`config.mk`:
```
export PLATFORM = sky130hd
export DESIGN_NAME = nios_system_onchip_mem_arbiter_flat
export DESIGN_NICKNAME = d
export VERILOG_FILES = /design/src/rtl/nios_system_onchip_mem_arbiter_pkg.sv /design/src/rtl/nios_system_onchip_mem_arbiter_if.sv /design/src/rtl/nios_system_onchip_mem_arbiter_rr_arb2.sv /design/src/rtl/nios_system_onchip_mem_arbiter.sv /design/src/flat_wrapper.sv
export SDC_FILE = /design/constraint.sdc
export NUM_CORES = 1
export LEC_CHECK = 0
export CORE_ASPECT_RATIO = 1.75
export CORE_UTILIZATION = 35
export CTS_CLUSTER_DIAMETER = 30
export DETAILED_ROUTE_END_ITERATION = 7
export PLACE_DENSITY = 0.87
export REMOVE_ABC_BUFFERS = 1
export SKIP_LAST_GASP = 1
export SLEW_MARGIN = 20
export SYNTH_ARGS = -nofsm -noshare
export SYNTH_HDL_FRONTEND = slang
export SYNTH_SLANG_ARGS = --single-unit
```
`constraint.sdc`:
```
create_clock -name clk -period 3 [get_ports clk]
set_input_delay 0.45 -clock clk [delete_from_list [all_inputs] [get_ports clk]]
set_output_delay 0.45 -clock clk [all_outputs]
set_load 0.02 [all_outputs]
```
`src/rtl/nios_system_onchip_mem_arbiter_pkg.sv`:
```
`default_nettype none
// ============================================================================
//  Package : onchip_arb_pkg
//  Brief   : Shared types and constants for the on-chip RAM two-master arbiter
//  Rev     : 1.0  initial release
// ============================================================================
package onchip_arb_pkg;

  // Arbiter FSM: free arbitration, or grant pinned to one master for RMW
  typedef enum logic [1:0] {
    ARB   = 2'd0,
    LOCK0 = 2'd1,
    LOCK1 = 2'd2
  } arb_state_e;

  // Master index encoding used for grant and read-return ownership
  localparam logic M0 = 1'b0;
  localparam logic M1 = 1'b1;

endpackage : onchip_arb_pkg
`default_nettype wire

```
`src/rtl/nios_system_onchip_mem_arbiter_if.sv`:
```
`default_nettype none
// ============================================================================
//  Interfaces : onchip_avmm_if, onchip_ram_if
//  Brief      : Avalon-MM master port bundle and on-chip RAM port bundle
//  Rev        : 1.0  initial release
// ============================================================================

// One Avalon-MM requester as seen by the arbiter
interface onchip_avmm_if #(
  parameter int ADDR_W = 16,
  parameter int DATA_W = 32
);
  logic [ADDR_W-1:0]   address;
  logic [DATA_W/8-1:0] byteenable;
  logic                read;
  logic                write;
  logic [DATA_W-1:0]   writedata;
  logic                lock;
  logic                waitrequest;
  logic [DATA_W-1:0]   readdata;
  logic                readdatavalid;

  modport master (
    output address, byteenable, read, write, writedata, lock,
    input  waitrequest, readdata, readdatavalid
  );

  modport slave (
    input  address, byteenable, read, write, writedata, lock,
    output waitrequest, readdata, readdatavalid
  );
endinterface : onchip_avmm_if

// Single-port RAM with 1-cycle read latency
interface onchip_ram_if #(
  parameter int ADDR_W = 16,
  parameter int DATA_W = 32
);
  logic [ADDR_W-1:0]   address;
  logic [DATA_W/8-1:0] byteenable;
  logic                chipselect;
  logic                write;
  logic [DATA_W-1:0]   writedata;
  logic                clken;
  logic [DATA_W-1:0]   readdata;

  modport master (
    output address, byteenable, chipselect, write, writedata, clken,
    input  readdata
  );

  modport slave (
    input  address, byteenable, chipselect, write, writedata, clken,
    output readdata
  );
endinterface : onchip_ram_if
`default_nettype wire

```
`src/rtl/nios_system_onchip_mem_arbiter_rr_arb2.sv`:
```
`default_nettype none
// ============================================================================
//  Module : onchip_rr_arb2
//  Brief  : Two-way round-robin picker with lock hold for read-modify-write
//  Rev    : 1.0  initial release
// ============================================================================
module onchip_rr_arb2
  import onchip_arb_pkg::*;
(
  input  wire logic       clk,
  input  wire logic       reset,
  input  wire logic [1:0] req_i,
  input  wire logic [1:0] lock_i,
  output logic            grant_valid_o,
  output logic            grant_idx_o
);

  arb_state_e state_q, state_d;
  logic       last_q, last_d;

  // State and last-winner registers; last_q = M1 so m0 wins the first tie
  always_ff @(posedge clk or posedge reset) begin
    if (reset) begin
      state_q <= ARB;
      last_q  <= M1;
    end else begin
      state_q <= state_d;
      last_q  <= last_d;
    end
  end

  // Same-cycle grant plus next-state; a grant is always an accepted transfer
  always_comb begin
    grant_valid_o = 1'b0;
    grant_idx_o   = M0;
    state_d       = state_q;

    unique case (state_q)
      LOCK0: begin
        grant_valid_o = req_i[0];
        grant_idx_o   = M0;
        // Either an accepted unlocked transfer or an idle cycle with lock low
        if (!lock_i[0]) state_d = ARB;
      end
      LOCK1: begin
        grant_valid_o = req_i[1];
        grant_idx_o   = M1;
        if (!lock_i[1]) state_d = ARB;
      end
      default: begin
        grant_valid_o = |req_i;
        if (req_i[0] && req_i[1]) grant_idx_o = ~last_q;
        else if (req_i[1])        grant_idx_o = M1;
        else                      grant_idx_o = M0;
        if (grant_valid_o && lock_i[grant_idx_o])
          state_d = (grant_idx_o == M1) ? LOCK1 : LOCK0;
      end
    endcase

    last_d = grant_valid_o ? grant_idx_o : last_q;
  end

endmodule : onchip_rr_arb2
`default_nettype wire

```
`src/rtl/nios_system_onchip_mem_arbiter.sv`:
```
`default_nettype none
// ============================================================================
//  Module : nios_system_onchip_mem_arbiter
//  Brief  : Two-master Avalon-MM arbiter in front of a 1-cycle on-chip RAM
//  Rev    : 1.0  initial release
// ============================================================================
module nios_system_onchip_mem_arbiter
  import onchip_arb_pkg::*;
#(
  parameter int                ADDR_W   = 16,
  parameter int                DATA_W   = 32,
  parameter int                DEPTH    = 50000,
  parameter logic [DATA_W-1:0] OOR_DATA = '0
) (
  input  wire logic     clk,
  input  wire logic     reset,
  onchip_avmm_if.slave  m0,
  onchip_avmm_if.slave  m1,
  onchip_ram_if.master  mem
);

  // One extra bit so DEPTH == 2**ADDR_W is still representable
  localparam logic [ADDR_W:0] DEPTH_C = (ADDR_W+1)'(DEPTH);

  logic [1:0]          req_w;
  logic                grant_valid_w;
  logic                grant_idx_w;
  logic [ADDR_W-1:0]   sel_addr_w;
  logic                sel_read_w;
  logic                sel_write_w;
  logic                in_range_w;
  logic                rd_accept_w;
  logic [DATA_W-1:0]   rd_data_w;
  logic                valid0_w, valid1_w;

  logic                rd_pend_q, rd_pend_d;
  logic                rd_owner_q, rd_owner_d;
  logic                rd_oor_q, rd_oor_d;
  logic [DATA_W-1:0]   m0_rdata_q, m0_rdata_d;
  logic [DATA_W-1:0]   m1_rdata_q, m1_rdata_d;

  assign req_w = {m1.read | m1.write, m0.read | m0.write};

  onchip_rr_arb2 u_rr_arb2 (
    .clk           (clk),
    .reset         (reset),
    .req_i         (req_w),
    .lock_i        ({m1.lock, m0.lock}),
    .grant_valid_o (grant_valid_w),
    .grant_idx_o   (grant_idx_w)
  );

  // Granted master's command drives the RAM
  assign sel_addr_w  = (grant_idx_w == M1) ? m1.address : m0.address;
  assign sel_read_w  = (grant_idx_w == M1) ? m1.read    : m0.read;
  assign sel_write_w = (grant_idx_w == M1) ? m1.write   : m0.write;
  assign in_range_w  = {1'b0, sel_addr_w} < DEPTH_C;

  assign mem.address    = sel_addr_w;
  assign mem.byteenable = (grant_idx_w == M1) ? m1.byteenable : m0.byteenable;
  assign mem.writedata  = (grant_idx_w == M1) ? m1.writedata  : m0.writedata;
  assign mem.chipselect = grant_valid_w & in_range_w;
  assign mem.write      = grant_valid_w & sel_write_w & in_range_w;
  assign mem.clken      = 1'b1;

  assign m0.waitrequest = req_w[0] & ~(grant_valid_w & (grant_idx_w == M0));
  assign m1.waitrequest = req_w[1] & ~(grant_valid_w & (grant_idx_w == M1));

  // Read+write together counts as a write, so it never returns data
  assign rd_accept_w = grant_valid_w & sel_read_w & ~sel_write_w;
  assign rd_pend_d   = rd_accept_w;
  assign rd_owner_d  = rd_accept_w ? grant_idx_w : rd_owner_q;
  assign rd_oor_d    = rd_accept_w ? ~in_range_w : rd_oor_q;

  // Return path: the RAM data arrives the cycle after the address
  assign rd_data_w = rd_oor_q ? OOR_DATA : mem.readdata;
  assign valid0_w  = rd_pend_q & (rd_owner_q == M0);
  assign valid1_w  = rd_pend_q & (rd_owner_q == M1);

  assign m0_rdata_d = valid0_w ? rd_data_w : m0_rdata_q;
  assign m1_rdata_d = valid1_w ? rd_data_w : m1_rdata_q;

  assign m0.readdatavalid = valid0_w;
  assign m1.readdatavalid = valid1_w;
  assign m0.readdata      = m0_rdata_d;
  assign m1.readdata      = m1_rdata_d;

  // Read-return pipeline and per-master held readdata
  always_ff @(posedge clk or posedge reset) begin
    if (reset) begin
      rd_pend_q  <= 1'b0;
      rd_owner_q <= M0;
      rd_oor_q   <= 1'b0;
      m0_rdata_q <= '0;
      m1_rdata_q <= '0;
    end else begin
      rd_pend_q  <= rd_pend_d;
      rd_owner_q <= rd_owner_d;
      rd_oor_q   <= rd_oor_d;
      m0_rdata_q <= m0_rdata_d;
      m1_rdata_q <= m1_rdata_d;
    end
  end

endmodule : nios_system_onchip_mem_arbiter
`default_nettype wire

```
`src/flat_wrapper.sv`:
```
// flat-port wrapper written by rule: the top's interface ports become plain ports
module nios_system_onchip_mem_arbiter_flat import onchip_arb_pkg::*;
#(
  parameter int                ADDR_W   = 16,
  parameter int                DATA_W   = 32,
  parameter int                DEPTH    = 50000,
  parameter logic [DATA_W-1:0] OOR_DATA = '0
)
  (clk, reset, m0_address, m0_byteenable, m0_read, m0_write, m0_writedata, m0_lock, m0_waitrequest, m0_readdata, m0_readdatavalid, m1_address, m1_byteenable, m1_read, m1_write, m1_writedata, m1_lock, m1_waitrequest, m1_readdata, m1_readdatavalid, mem_address, mem_byteenable, mem_chipselect, mem_write, mem_writedata, mem_clken, mem_readdata);
  onchip_avmm_if #(.ADDR_W(ADDR_W), .DATA_W(DATA_W)) m0_i ();
  onchip_avmm_if #(.ADDR_W(ADDR_W), .DATA_W(DATA_W)) m1_i ();
  onchip_ram_if #(.ADDR_W(ADDR_W), .DATA_W(DATA_W)) mem_i ();
  input  wire logic clk;
  input  wire logic reset;
  input wire logic [$bits(m0_i.address)-1:0] m0_address;
  input wire logic [$bits(m0_i.byteenable)-1:0] m0_byteenable;
  input wire logic [$bits(m0_i.read)-1:0] m0_read;
  input wire logic [$bits(m0_i.write)-1:0] m0_write;
  input wire logic [$bits(m0_i.writedata)-1:0] m0_writedata;
  input wire logic [$bits(m0_i.lock)-1:0] m0_lock;
  output wire logic [$bits(m0_i.waitrequest)-1:0] m0_waitrequest;
  output wire logic [$bits(m0_i.readdata)-1:0] m0_readdata;
  output wire logic [$bits(m0_i.readdatavalid)-1:0] m0_readdatavalid;
  input wire logic [$bits(m1_i.address)-1:0] m1_address;
  input wire logic [$bits(m1_i.byteenable)-1:0] m1_byteenable;
  input wire logic [$bits(m1_i.read)-1:0] m1_read;
  input wire logic [$bits(m1_i.write)-1:0] m1_write;
  input wire logic [$bits(m1_i.writedata)-1:0] m1_writedata;
  input wire logic [$bits(m1_i.lock)-1:0] m1_lock;
  output wire logic [$bits(m1_i.waitrequest)-1:0] m1_waitrequest;
  output wire logic [$bits(m1_i.readdata)-1:0] m1_readdata;
  output wire logic [$bits(m1_i.readdatavalid)-1:0] m1_readdatavalid;
  output wire logic [$bits(mem_i.address)-1:0] mem_address;
  output wire logic [$bits(mem_i.byteenable)-1:0] mem_byteenable;
  output wire logic [$bits(mem_i.chipselect)-1:0] mem_chipselect;
  output wire logic [$bits(mem_i.write)-1:0] mem_write;
  output wire logic [$bits(mem_i.writedata)-1:0] mem_writedata;
  output wire logic [$bits(mem_i.clken)-1:0] mem_clken;
  input wire logic [$bits(mem_i.readdata)-1:0] mem_readdata;
  assign m0_i.address = m0_address;
  assign m0_i.byteenable = m0_byteenable;
  assign m0_i.read = m0_read;
  assign m0_i.write = m0_write;
  assign m0_i.writedata = m0_writedata;
  assign m0_i.lock = m0_lock;
  assign m0_waitrequest = m0_i.waitrequest;
  assign m0_readdata = m0_i.readdata;
  assign m0_readdatavalid = m0_i.readdatavalid;
  assign m1_i.address = m1_address;
  assign m1_i.byteenable = m1_byteenable;
  assign m1_i.read = m1_read;
  assign m1_i.write = m1_write;
  assign m1_i.writedata = m1_writedata;
  assign m1_i.lock = m1_lock;
  assign m1_waitrequest = m1_i.waitrequest;
  assign m1_readdata = m1_i.readdata;
  assign m1_readdatavalid = m1_i.readdatavalid;
  assign mem_address = mem_i.address;
  assign mem_byteenable = mem_i.byteenable;
  assign mem_chipselect = mem_i.chipselect;
  assign mem_write = mem_i.write;
  assign mem_writedata = mem_i.writedata;
  assign mem_clken = mem_i.clken;
  assign mem_i.readdata = mem_readdata;
  nios_system_onchip_mem_arbiter #(.ADDR_W(ADDR_W), .DATA_W(DATA_W), .DEPTH(DEPTH), .OOR_DATA(OOR_DATA)) u_core (.clk(clk), .reset(reset), .m0(m0_i), .m1(m1_i), .mem(mem_i));
endmodule
```
==> impl_metrics.csv, run 1 <==
group,metric,value,unit
die,die_x,79.6,um
drt,first_pass_iters,4,
placement,hpwl,11.6,mm
sta,tns,0,ns
power_and_ir_drop,power,8.67,mW
grt,grt_pass1_wl,21.0,mm
placement,port_buffers,265,
placement,place_area,6540,um^2
grt,antenna_found_initial,0,
drt,vias,4316,
cts,clock_latency,0.33,ns
grt,grt.total_usage,25.6,%
flow_run,maxCapViolCount,0,
cells_and_area,final_util,67.5,%
placement,dp_cells,862,
die,fp.dieArea,11000,um^2
logic_synthesis,yosysWarnings,0,
cts,root_buffer,"clkbuf_16",
drt,drcViolationCount,0,
logic_synthesis,post_synth.cell_area_avg,7.67,um^2
setup_path,required,2.55,ns
sta,skew,0.00491,ns
setup_path,critPathKind,"register to output port",
power_and_ir_drop,p_sw,3.92,mW
status,status,"finished, final reports clean",
setup_path,worstReg2RegStart,"u_core.u_rr_arb2.state_q[0]",
setup_path,cp-end-kind,"output port",
sta,period_needed,2.96,ns
cells_and_area,area_delta_synth_final,87.5,%
cts,clock-sinks,70,
logic_synthesis,synth.largest_area_cell,"dfrtp_1",
cells_and_area,stdcell_count,879,
setup_path,crit_path_start_kind,"register",
power_and_ir_drop,p_seq_share,17.9,%
cts,cts.htree.levels,3,
logic_synthesis,syn_inst,481,
sta,rsz0062_at_grt,"true",
cells_and_area,nets,893,
logic_synthesis,synth.top_cell.area_share,46.8,%
power_and_ir_drop,p_leak,3.34,nW
sta,tightest_slew,0.635,ns
die,io-pin-count,267,
die,core_area,10200,um^2
die,start_util,36.0,%
sta,hold_violations,0,
drt,vias_per_cell,4.91,
sta,fin_crit_sh,98.8,%
logic_synthesis,synth_area_leaders,"dfrtp_1, nand2_1, o21ai_0, nand2b_1, clkbuf_1",
grt,overflow,0,
sta,slew_viol_final,0,
cts,cts.clk_slew.worst_paths,0.06,ns
grt,grt_start_max_net_pins,66,
worst_hold_path,min_path_type,"register to register",
logic_synthesis,synth_area,3690,um^2
power_and_ir_drop,p_sw_share,45.2,%
power_and_ir_drop,max-vdd-ir-drop,652,uV
setup_path,path_max_fanout,28,
cts,clockBufferDepth,2,
power_and_ir_drop,powerDensity,1250,nW/um^2
sta,max-slew-margin-rel,57.6,%
power_and_ir_drop,power_frac_comb,69.0,%
setup_path,critPathLaunch,"u_core.u_rr_arb2.state_q[0]",
setup_path,cp.arrival,2.51,ns
logic_synthesis,synth_cell_types,37,
grt,grt_pass1_vias,4269,
power_and_ir_drop,pwr-share-clk,13.1,%
logic_synthesis,ys_ff_latch,70,
die,core.rowCount,49,
sta,setup_viol_count_final,0,
die,die_h,138,um
logic_synthesis,ys_seq_area_share,47.5,%
placement,place.gp.congestion,0.897,
drt,drt-initial-drc-count,200,
drt,ant_nets,0,
cells_and_area,final_area,6920,um^2
drt,routed_wl,14.4,mm
drt,wl_per_cell,16.4,um
worst_hold_path,hold_start,"u_core.m0_rdata_q[27]",
cts,cts-buffers-inserted,9,
cells_and_area,drive_gt1_share,8.78,%
sta,max_freq,338,MHz
cts,cts_tree,"built",
power_and_ir_drop,internal-power,4.76,mW
cells_and_area,antennaDiodeCount,0,
power groups by stage:
| stage | Sequential, mW | Clock (mW) | Combinational, mW |
|---|---|---|---|
| 4_1_cts | 1.55 | 1.15 | 6.02 |
| 5_1_grt | 1.59 | 1.18 | 6.39 |
| 3_3_place_gp | 1.53 | 0 | 5.88 |
| 2_1_floorplan | 1.51 | 0 | 2.90 |
| 6_report | 1.55 | 1.13 | 5.99 |
| 3_5_place_dp | 1.56 | 0 | 5.99 |
state kept, by name, summed over array words and instances (netlist names):
register	flops
u_core.m1_rdata_q	32
u_core.m0_rdata_q	32
u_core.u_rr_arb2.state_q	2
u_core.rd_oor_q	1
u_core.rd_pend_q	1
u_core.rd_owner_q	1
u_core.u_rr_arb2.last_q	1
layout make-up:
type,instances,area (um^2)
fill,824,3320
tap,127,159
clock inverter,5,82.6
multi-input combinational,372,1760
sequential,70,1750
inverter,8,30.0
clock buffer,11,243
timing repair buffer,286,2890
cell usage in the layout, fill, tap and decap left out, drive strengths merged, types with 2 or more instances in the layout:
master / instances
clkbuf: 11
dlymetal6s2s: 14
buf: 38
nand2b: 35
nand2: 224
nor3b: 2
nor2: 5
inv: 8
clkinv: 3
bufinv: 2
nor4: 2
a31oi: 2
ha: 2
nor3: 2
nand3: 5
a21oi: 6
mux2i: 3
dfrtp: 69
clkdlybuf4s50: 233
o21ai: 70
o211ai: 3
layer usage:
layer	track usage (%)	up-vias	part of all wire [%]
li1	-	2066	-
met4	8.28	0	1.5
met5	0	-	0
met3	5.30	12	9.7
met2	45.6	228	51
met1	30.2	2010	38
Yosys cell counts:
cell	number
nand2_1	224
o21ai_0	70
dfrtp_1	69
nand2b_1	35
clkbuf_1	16
inv_1	8
buf_2	5
buf_6	5
a21oi_1	4
nand3_1	4
nor2_1	4
buf_4	3
mux2i_1	3
o211ai_1	3
a31oi_1	2
ha_1	2
nor3_1	2
nor3b_1	2
nor4_1	2
a21boi_0	1
a21o_1	1
a21oi_2	1
a21oi_4	1
a22o_1	1
a2bb2oi_1	1
buf_1	1
clkbuf_2	1
conb_1	1
dfstp_2	1
mux2_4	1
nand3_2	1
nor2_2	1
nor2b_1	1
o21a_1	1
o32ai_1	1
o41ai_2	1
or2_4	1
final timing paths:
kind	end	slack, ns	cells after the start
worst max-delay path	mem_writedata[6]	0.04	8
worst min-delay path	u_core.m0_rdata_q[27]	0.49	2
worst max register to register	u_core.rd_oor_q	1.03	7
worst min register to register	u_core.m0_rdata_q[27]	0.49	2
max in group asynchronous	u_core.u_rr_arb2.last_q	1.77	3
min in group asynchronous	u_core.m1_rdata_q[16]	0.55	2
metrics by stage:
stage          setup slack [ns]  hold slack (ns)
2_1_floorplan           -0.0826            0.507
3_3_place_gp             0.0140            0.470
3_5_place_dp            -0.0129            0.485
4_1_cts                 -0.0123            0.497
5_1_grt                 -0.0617            0.529
6_report                 0.0373            0.488
critical path, stage by stage (launching register included):
cell and delay (ns):
dfrtp_1 0.34, inv_1 0.06, ha_1 0.32, buf_4 0.18, a21oi_4 0.28, buf_12 0.21, nand2_1 0.11, nand2_1 0.08
clkdlybuf4s50_1 0.59
cells by family after synthesis:
logic type / Yosys count / share of synthesized area [%]
and+or+nand+nor: 277 / 31.5
AOI/OAI and AO/OA: 88 / 13.4
muxes: 4 / 1.22
buffers and inverters: 39 / 5.49
DFF: 70 / 47.5
adders and majority gates: 2 / 0.678
other: 1 / 0.102
repair_timing:
item,in CTS,in global routing
setup buffers,0,1
pin swaps,0,0
gates resized for setup,3,15
setup endpoints to repair,32,37
hold buffers,0,0
Power figures use the tool's default switching activity.
==> inputs of run 2 (changes only) <==
--- a/config.mk
+++ b/config.mk
@@ -5,11 +5,12 @@
 export SDC_FILE = /design/constraint.sdc
 export NUM_CORES = 1
 export LEC_CHECK = 0
+export ABC_CLOCK_PERIOD_IN_PS = 3000
 export CORE_ASPECT_RATIO = 1.75
 export CORE_UTILIZATION = 35
 export CTS_CLUSTER_DIAMETER = 30
 export DETAILED_ROUTE_END_ITERATION = 7
-export PLACE_DENSITY = 0.87
+export PLACE_DENSITY = 0.8
 export REMOVE_ABC_BUFFERS = 1
 export SKIP_LAST_GASP = 1
 export SLEW_MARGIN = 20
==> run 2 against run 1 <==
Against the previous run:
- routed wire length up 1.7%
- final cell count down 0.34%
- power down 5.9%
- flip-flop and latch count unchanged
- setup slack better by 0.022 ns
- fmax up 0.74%
- clock skew down 0.00094 ns
- utilization down 1.4 points
- largest cell class unchanged
==> impl_metrics.csv, run 2 (synthesis gave the netlist of run 1 again) <==
group,metric,value,unit
die,start_util,36.0,%
setup_path,ff2ff_setup_slack,1.12,ns
die,io-pin-count,267,
setup_path,cp-end-kind,"output port",
power_and_ir_drop,powerDensity,1210,nW/um^2
power_and_ir_drop,power,8.17,mW
status,status,"finished, final reports clean",
setup_path,rr_endpoint,"u_core.rd_oor_q",
power_and_ir_drop,p_leak,3.24,nW
cells_and_area,antennaDiodeCount,0,
drt,first_pass_iters,5,
worst_hold_path,holdPathEnd,"u_core.m1_rdata_q[3]",
worst_hold_path,hold_start,"u_core.m1_rdata_q[3]",
setup_path,ff2ff_path_depth,6,
sta,timing.final.ws_setup,0.0590,ns
cts,cts-buffers-inserted,9,
power_and_ir_drop,max-vdd-ir-drop,649,uV
drt,drt-initial-drc-count,212,
sta,rsz0062_at_grt,"true",
drt,vias,4318,
grt,overflow,0,
setup_path,crit_path_start_kind,"input pin",
setup_path,path_max_fanout,35,
die,fp.dieArea,11000,um^2
drt,wl_per_cell,16.7,um
sta,max_freq,340,MHz
placement,place.gp.congestion,0.881,
cells_and_area,area_delta_synth_final,83.5,%
die,core_area,10200,um^2
sta,fin_crit_sh,98.0,%
drt,routed_wl,14.6,mm
setup_path,cp.arrival,2.49,ns
grt,antenna_found_initial,0,
cells_and_area,drive_gt1_share,7.74,%
cells_and_area,nFillCells,844,
cells_and_area,layout_common_cells,"nand2_1, clkdlybuf4s50_1, o21ai_0, dfrtp_1, dlygate4sd2_1",
setup_path,required,2.55,ns
placement,pre_cts_ws,-0.130,ns
sta,max-slew-margin-rel,55.2,%
cts,root_buffer,"clkbuf_16",
cts,cts_tree,"built",
worst_hold_path,hold_path_depth,2,
setup_path,critPathKind,"input pin to output port",
cts,clock_latency,0.32,ns
cts,cts.htree.levels,3,
flow_run,maxCapViolCount,0,
die,core.rowCount,49,
cells_and_area,nets,890,
die,die_x,79.6,um
grt,grt_pass1_wl,21.5,mm
setup_path,worstReg2RegStart,"u_core.u_rr_arb2.state_q[0]",
sta,period_needed,2.94,ns
cts,clock-sinks,70,
sta,skew,0.00398,ns
cells_and_area,top_regs,"u_core.m0_rdata_q: 32 flops, u_core.m1_rdata_q: 32 flops, u_core.u_rr_arb2.state_q: 2 flops",
grt,grt_start_max_net_pins,66,
drt,ant_nets,0,
sta,setup_viol_count_final,0,
drt,drcViolationCount,0,
cts,cts.clk_slew.worst_paths,0.05,ns
sta,hold_violations,0,
worst_hold_path,min_path_type,"register to register",
cts,clockBufferDepth,2,
sta,tightest_slew,0.671,ns
cts,cts_hold_buffers,0,
grt,grt.total_usage,26.2,%
placement,hpwl,11.9,mm
placement,port_buffers,265,
grt,grt_pass1_vias,4286,
die,die_h,138,um
drt,vias_per_cell,4.93,
sta,slew_viol_final,0,
cells_and_area,layout.cells.most_common,"nand2_1",
run 2: cell count changes in the layout (fill, tap and decap cells not counted), moves of 2 or more:
cell | before | now
dlymetal6s2s_1 | 14 | 2
clkdlybuf4s50_1 | 233 | 210
clkinv_2 | 1 | 3
buf_12 | 7 | 4
buf_4 | 30 | 22
dlygate4sd2_1 | 1 | 45
run 2: worst max-delay path by stage:
stage | start | to | cells past startpoint
3_5_place_dp | m0_write | mem_writedata[11] | 8
2_1_floorplan | u_core.u_rr_arb2.state_q[0] | m0_waitrequest | 5
6_report | m0_write | m1_waitrequest | 7
5_1_grt | m0_write | mem_write | 9
3_3_place_gp | m0_write | mem_writedata[11] | 8
4_1_cts | m1_write | m0_waitrequest | 6
run 2: final cells by class:
class,instances,area (um^2),area share (%)
inverters,8,30.0,0.444
clock buffers,10,239,3.53
flip-flops and latches,70,1750,25.9
well taps,127,159,2.35
multi-input cells,372,1760,26.0
clock inverters,6,61.3,0.906
repair buffers,283,2770,40.9
run 2: repair_timing:
item,4_1_cts,5_1_grt
endpoints found under the setup margin,48,4
pin swaps,0,0
cloned,0,0
setup buffers,0,0
gates resized for setup,47,5
run 2: through the flow:
step | hold slack, ns | cell area (um^2) | setup TNS (ns) | std cells | util (%)
after floorplan | 0.507 | 3520 | -0.183 | 450 | -
after global placement | 0.472 | 6500 | -0.964 | 860 | 63.5
after detailed placement | 0.483 | 6500 | -2.83 | 860 | 63.5
after CTS | 0.494 | 6750 | 0 | 876 | 66.0
after global routing | 0.523 | 6770 | -0.00529 | 876 | 66.1
final | 0.493 | 6770 | 0 | 876 | 66.1
run 2: routing by layer:
| layer | track usage (%) | routed length (um) | vias to the layer above |
|---|---|---|---|
| met1 | 29.4 | 5500 | 2011 |
| met3 | 7.35 | 1310 | 19 |
| met2 | 47.1 | 7580 | 227 |
| li1 | - | - | 2061 |
| met4 | 8.18 | 230 | 0 |
| met5 | 0 | 0 | - |
run 2: worst max-delay path, stage by stage:
cell             delay (ns)
clkdlybuf4s50_1        0.46
or2_4                  0.30
a21oi_4                0.23
a21o_1                 0.21
buf_12                 0.20
a21oi_1                0.09
clkdlybuf4s50_1        0.56
run 2: report_power, final:
part           internal [mW]  total [mW]  switching, mW
clock                  0.662        1.04          0.376
sequential              1.38        1.56          0.181
combinational           2.30        5.56           3.27
